### config.mk
export PLATFORM = sky130hd
export DESIGN_NAME = path_delay_meter
export DESIGN_NICKNAME = d
export VERILOG_FILES = /design/src/rtl/path_meter_pkg.sv /design/src/rtl/bit_sync.sv /design/src/rtl/path_delay_meter.sv
export SDC_FILE = /design/constraint.sdc
export NUM_CORES = 1
export LEC_CHECK = 0
export BUFFER_PORTS_ARGS = -buffer_cell sky130_fd_sc_hd__buf_2
export CAP_MARGIN = 25
export CORE_MARGIN = 4
export CORE_UTILIZATION = 53
export DETAILED_ROUTE_END_ITERATION = 7
export GPL_ROUTABILITY_DRIVEN = 1
export PLACE_DENSITY = 0.74
export SETUP_SLACK_MARGIN = 0.05
export SYNTH_ARGS = -nofsm -noshare
export SYNTH_HDL_FRONTEND = slang
export SYNTH_HIERARCHICAL = 1
export SYNTH_SLANG_ARGS = --single-unit
### constraint.sdc
create_clock -name clk -period 2.9 [get_ports clk]
set_input_delay 0.435 -clock clk [delete_from_list [all_inputs] [get_ports clk]]
set_output_delay 0.435 -clock clk [all_outputs]
set_load 0.05 [all_outputs]
### src/rtl/path_meter_pkg.sv
// -----------------------------------------------------------------------------
// path_meter_pkg
// Shared definitions for the path delay meter: the controller state encoding
// and the default values of the top-level parameters.
// -----------------------------------------------------------------------------
package path_meter_pkg;

   typedef enum logic [2:0] {
      IDLE,
      LAUNCH,
      WAIT,
      SETTLE,
      DONE
   } meterState_t;

   localparam int DEF_CNT_W       = 16;    // per-trial delay counter width
   localparam int DEF_SUM_W       = 24;    // accumulated delay width
   localparam int DEF_TIMEOUT     = 1000;  // max WAIT cycles per trial
   localparam int DEF_SETTLE_CYC  = 8;     // idle cycles between trials
   localparam int DEF_INVERT      = 1;     // 1 = path has an odd inverter count
   localparam int DEF_SYNC_STAGES = 2;     // synchronizer depth on path_result

endpackage

### src/rtl/bit_sync.sv
// -----------------------------------------------------------------------------
// bit_sync
// STAGES-deep flop chain that brings an asynchronous bit into the clk domain.
// A synchronous load fills every stage with one level at once, so a new
// measurement starts from a known history instead of whatever the previous
// trial left behind.
//
// Ports
//   clk     : clock
//   rst     : synchronous active-high reset, clears the chain to 0
//   load    : fill every stage with loadVal this cycle
//   loadVal : level used by load
//   d       : asynchronous input
//   q       : synchronized output (last stage)
// -----------------------------------------------------------------------------
module bit_sync #(
   parameter int STAGES = 2
) (
   input  logic clk,
   input  logic rst,
   input  logic load,
   input  logic loadVal,
   input  logic d,
   output logic q
);

   (* keep = "true", ASYNC_REG = "TRUE" *) logic [STAGES-1:0] syncReg;

   // NOTE: flops are written with <= so every stage samples its neighbour's
   // pre-edge value; blocking writes would collapse the chain into one flop.
   always_ff @(posedge clk) begin
      if (rst) begin
         syncReg <= '0;
      end else if (load) begin
         syncReg <= {STAGES{loadVal}};
      end else begin
         // Shift d in at stage 0; the cast drops the oldest bit.
         syncReg <= STAGES'({syncReg, d});
      end
   end

   assign q = syncReg[STAGES-1];

endmodule

### src/rtl/path_delay_meter.sv
// -----------------------------------------------------------------------------
// path_delay_meter
// Measures the propagation delay of an external asynchronous path in clk
// cycles. Each trial toggles path_launch and counts WAIT cycles until the
// synchronized path_result shows the expected new level. Successful trial
// counts are accumulated (saturating); a trial that reaches TIMEOUT aborts the
// run with a sticky timeout_err.
//
// Ports
//   clk         : clock
//   rst         : synchronous active-high reset (wins over start)
//   start       : run request, honoured only in IDLE
//   trials      : number of trials, latched on an accepted start
//   path_launch : registered drive into the delay path, keeps its level
//   path_result : asynchronous delay path output
//   busy        : high in every state except IDLE
//   done        : one-cycle completion pulse
//   timeout_err : sticky abort flag for the current run
//   delay_last  : count of the most recent successful trial
//   delay_sum   : saturating sum of successful trial counts
//   trials_done : number of successful trials
// -----------------------------------------------------------------------------
import path_meter_pkg::*;

module path_delay_meter #(
   parameter int CNT_W       = DEF_CNT_W,
   parameter int SUM_W       = DEF_SUM_W,
   parameter int TIMEOUT     = DEF_TIMEOUT,
   parameter int SETTLE_CYC  = DEF_SETTLE_CYC,
   parameter int INVERT      = DEF_INVERT,
   parameter int SYNC_STAGES = DEF_SYNC_STAGES
) (
   input  logic             clk,
   input  logic             rst,
   input  logic             start,
   input  logic [7:0]       trials,
   output logic             path_launch,
   input  logic             path_result,
   output logic             busy,
   output logic             done,
   output logic             timeout_err,
   output logic [CNT_W-1:0] delay_last,
   output logic [SUM_W-1:0] delay_sum,
   output logic [7:0]       trials_done
);

   // Parameter sanity: the counter must never wrap in WAIT or SETTLE.
   generate
      if (TIMEOUT < 1 || (TIMEOUT >> CNT_W) != 0) begin : gBadTimeout
         $error("TIMEOUT must lie in 1 .. 2**CNT_W-1");
      end
      if (SETTLE_CYC < 1 || (SETTLE_CYC >> CNT_W) != 0) begin : gBadSettle
         $error("SETTLE_CYC must lie in 1 .. 2**CNT_W-1");
      end
      if (SUM_W < CNT_W) begin : gBadSum
         $error("SUM_W must be at least CNT_W");
      end
      if (SYNC_STAGES < 1) begin : gBadSync
         $error("SYNC_STAGES must be at least 1");
      end
   endgenerate

   localparam logic             INV_BIT     = (INVERT != 0);
   localparam logic [CNT_W-1:0] TIMEOUT_C   = CNT_W'(TIMEOUT);
   localparam logic [CNT_W-1:0] SETTLE_LAST = CNT_W'(SETTLE_CYC - 1);

   meterState_t      state;
   meterState_t      stateNext;
   logic [CNT_W-1:0] cnt;          // WAIT cycles elapsed, or SETTLE cycles elapsed
   logic [CNT_W-1:0] countNow;     // cycle count including the current cycle
   logic [7:0]       trialsLat;
   logic             expected;     // level path_result must reach this trial
   logic             newExpected;  // level the next launch will expect
   logic             syncOut;
   logic             enterLaunch;
   logic             acceptRun;
   logic             acceptEmpty;
   logic             matchHit;
   logic             timeoutHit;
   logic             lastTrial;
   logic [SUM_W:0]   sumWide;
   logic [SUM_W-1:0] sumSat;

   assign countNow    = cnt + CNT_W'(1);
   assign newExpected = ~path_launch ^ INV_BIT;
   assign lastTrial   = (trials_done + 8'd1) == trialsLat;
   assign busy        = (state != IDLE);
   assign done        = (state == DONE);

   // One extra bit catches the carry; a carry means the sum pins at all-ones.
   assign sumWide = {1'b0, delay_sum} + {{(SUM_W + 1 - CNT_W){1'b0}}, countNow};
   assign sumSat  = sumWide[SUM_W] ? '1 : sumWide[SUM_W-1:0];

   // The chain is preloaded with the level the path held before this launch
   // (the inverse of the new expected level). A plain clear to 0 would match
   // instantly whenever the expected level is 0.
   bit_sync #(
      .STAGES (SYNC_STAGES)
   ) uSync (
      .clk     (clk),
      .rst     (rst),
      .load    (enterLaunch),
      .loadVal (~newExpected),
      .d       (path_result),
      .q       (syncOut)
   );

   always_ff @(posedge clk) begin
      if (rst) begin
         state <= IDLE;
      end else begin
         state <= stateNext;
      end
   end

   // path_launch toggles on the edge that enters LAUNCH, so the path is
   // already moving during the LAUNCH cycle. With a zero-delay path the first
   // stage captures it entering WAIT and the match shows on WAIT cycle
   // SYNC_STAGES, giving delay_last == SYNC_STAGES.
   always_comb begin
      // NOTE: every output gets a default first so no path through the case
      // leaves one unassigned, which would infer a latch.
      stateNext   = state;
      enterLaunch = 1'b0;
      acceptRun   = 1'b0;
      acceptEmpty = 1'b0;
      matchHit    = 1'b0;
      timeoutHit  = 1'b0;
      case (state)
         IDLE: begin
            if (start) begin
               if (trials != 8'd0) begin
                  acceptRun   = 1'b1;
                  enterLaunch = 1'b1;
                  stateNext   = LAUNCH;
               end else begin
                  acceptEmpty = 1'b1;
                  stateNext   = DONE;
               end
            end
         end
         LAUNCH: begin
            stateNext = WAIT;
         end
         WAIT: begin
            // Match is tested first so it wins over a coincident timeout.
            if (syncOut == expected) begin
               matchHit  = 1'b1;
               stateNext = lastTrial ? DONE : SETTLE;
            end else if (countNow == TIMEOUT_C) begin
               timeoutHit = 1'b1;
               stateNext  = DONE;
            end
         end
         SETTLE: begin
            if (cnt == SETTLE_LAST) begin
               enterLaunch = 1'b1;
               stateNext   = LAUNCH;
            end
         end
         DONE: begin
            stateNext = IDLE;
         end
         default: begin
            stateNext = IDLE;
         end
      endcase
   end

   // Shared counter: cleared at each launch and on leaving WAIT, so it counts
   // WAIT cycles during a trial and SETTLE cycles between trials.
   always_ff @(posedge clk) begin
      if (rst) begin
         cnt <= '0;
      end else if (enterLaunch || matchHit || timeoutHit) begin
         cnt <= '0;
      end else if (state == WAIT || state == SETTLE) begin
         cnt <= countNow;
      end
   end

   // Control inputs are one-hot by state, so these updates never collide.
   always_ff @(posedge clk) begin
      if (rst) begin
         path_launch <= 1'b0;
         expected    <= 1'b0;
         trialsLat   <= '0;
         timeout_err <= 1'b0;
         delay_last  <= '0;
         delay_sum   <= '0;
         trials_done <= '0;
      end else begin
         if (enterLaunch) begin
            path_launch <= ~path_launch;
            expected    <= newExpected;
         end
         if (acceptRun) begin
            trialsLat   <= trials;
            timeout_err <= 1'b0;
            delay_sum   <= '0;
            trials_done <= '0;
         end
         if (acceptEmpty) begin
            trialsLat   <= '0;
            timeout_err <= 1'b0;
            delay_last  <= '0;
            delay_sum   <= '0;
            trials_done <= '0;
         end
         if (matchHit) begin
            delay_last  <= countNow;
            delay_sum   <= sumSat;
            trials_done <= trials_done + 8'd1;
         end
         if (timeoutHit) begin
            timeout_err <= 1'b1;
         end
      end
   end

endmodule

==> qor.yml <==
status: "completed"
cts_tree: "built"
cp.required_ns: 3.18
reg2reg_depth: 11
critPathKind: "reg2reg"
dpl.hpwl_um: 9800
start_util: 0.543
sequentialPowerShare: 0.358
area_delta_synth_final_pct: 35.9
grtUsageTotal: 0.270
slew_violations: 0
period_needed_ns: 2.87
max_freq_mhz: 348
grt-ovfl-total: 0
ctsHoldBuffers: 0
period_share: 0.990
drt-total-wl_um: 14400
ios: 64
hold_path.class: "in2reg"
switching_share: 0.408
crit_start: "cnt[1]"
drt_iter0_markers: 430
numPortBuffers: 63
cp-end-kind: "register"
synthesis.area_um2: 4740
drt.antenna.violating_nets: 0
path_clk_slew_ns: 0.09
htreeDepth: 3
wl_per_cell_um: 17.4
nNetsFinal: 746
hold_viol_final: 0
avgSynthCellArea_um2: 8.14
rsz0062_at_grt: "yes"
clock_skew_ns: 0.00999
clock_latency_ns: 0.36
die_w_um: 103
grt_max_degree: 45
drive_above_1_share: 0.361
routabilityCongestion: 0.994
p_per_area_nw_per_um2: 586
crit_arrival_ns: 3.15
maxCapViolations: 0
layout.cells.non_filler: 825
final_common_cell: "buf_4"
setup_viol: 0
fin_setup_tns_ns: 0
drc: 0
whs_ns: 0.308
relSlewSlack: 0.498
power_frac_comb: 0.379
ys.warnings.count: 6
r2r-end: "delay_sum[4]"
place_inst: 787
p_int_mw: 2.24
worstMarginPinSlew_ns: 0.750
ir_drop_uv: 292
power.switching_mw: 1.54
clock_path_buffers: 2
pwr-share-clk: 0.263
start_kind: "register"
layout_common_cells: "87 x buf_4, 74 x dfxtp_1, 63 x buf_2"
cts.sinks: 80
grt_pass1_vias: 4598
cts-root-buf: "clkbuf_8"
first_pass_iters: 5
grt_first_pass_wirelength_um: 22600
rows: 34
numCtsBuffers: 9
num_vias: 4893
rrSetupSlack_ns: 0.03
syn_nets: 616
r2r_start: "cnt[1]"
syn_inst: 582
core_um2: 8720
p_leak_nw: 2.73
worstPathMaxFanout: 7
crit_end: "delay_sum[4]"
fp.dieH_um: 103
antenna_cells: 0
antenna_found_initial: 0
die_area_um2: 10500
avgViaCountPerCell: 5.93
[critical path, cell delays in order (launching register included)]
cell and delay, ns:
dfxtp_2 0.40, ha_4 0.16, and2_4 0.17, nand2_1 0.09
xnor2_2 0.17, ha_1 0.32, o21ai_0 0.15, o211ai_1 0.29
nand2_1 0.13, o211a_4 0.27, or3_4 0.40, a311oi_2 0.24
[routing by layer]
metal,share of wire,up-vias,track usage
li1,-,2346,-
met4,0.017,0,0.104
met5,0,-,0
met2,0.47,190,0.419
met1,0.44,2339,0.381
met3,0.065,18,0.0365
[how the worst min path moves through the flow]
stage	slack (ns)	depth (start not counted)	to	start
5_1_grt	0.33	3	trialsLat[6]	trials[6]
3_3_place_gp	0.45	2	delay_sum[12]	delay_sum[12]
6_report	0.31	3	trialsLat[0]	trials[0]
3_5_place_dp	0.45	2	delay_sum[12]	delay_sum[12]
2_1_floorplan	0.43	2	uSync/syncReg[1]	uSync/syncReg[0]
4_1_cts	0.30	3	trialsLat[0]	trials[0]
[stage by stage]
| stage | utilization | setup slack [ns] | total power [mW] | cell area [µm²] |
|---|---|---|---|---|
| CTS | 0.703 | 0.0559 | 3.69 | 6130 |
| detailed placement | 0.638 | -0.180 | 2.67 | 5560 |
| finish | 0.738 | 0.0299 | 3.77 | 6440 |
| global placement | 0.637 | -0.0700 | 2.63 | 5560 |
| global route | 0.738 | -0.122 | 3.96 | 6440 |
| floorplan | - | 0.0501 | 2.30 | 4780 |
[flip-flops by register name, indices dropped and copies added, names as in the netlist]
name           count
uSync/syncReg      2
path_launch        1
expected           1
cnt               16
trials_done        8
timeout_err        1
trialsLat          8
state              3
delay_sum         24
delay_last        16
[repair_timing]
| item | in CTS | in global routing |
|---|---|---|
| pin swaps | 20 | 26 |
| gates resized for setup | 38 | 54 |
| setup buffers | 15 | 9 |
| setup endpoints to repair | 22 | 34 |
[power by group through the flow]
stage          registers [mW]  logic, mW  clock network, mW
3_3_place_gp             1.35       1.28                  0
2_1_floorplan            1.53      0.769                  0
5_1_grt                  1.36       1.55               1.04
4_1_cts                  1.34       1.35               1.00
3_5_place_dp             1.36       1.31                  0
6_report                 1.35       1.43              0.993
[final cells by class]
type,instances,area [µm²]
Tap cell,108,135
Sequential cell,80,1610
Fill cell,621,2280
Timing Repair Buffer,154,1010
Inverter,12,45.0
Clock buffer,11,151
Clock inverter,5,86.3
Multi-Input combinational cell,455,3390
No activity file was read; power rests on OpenSTA's default activity.
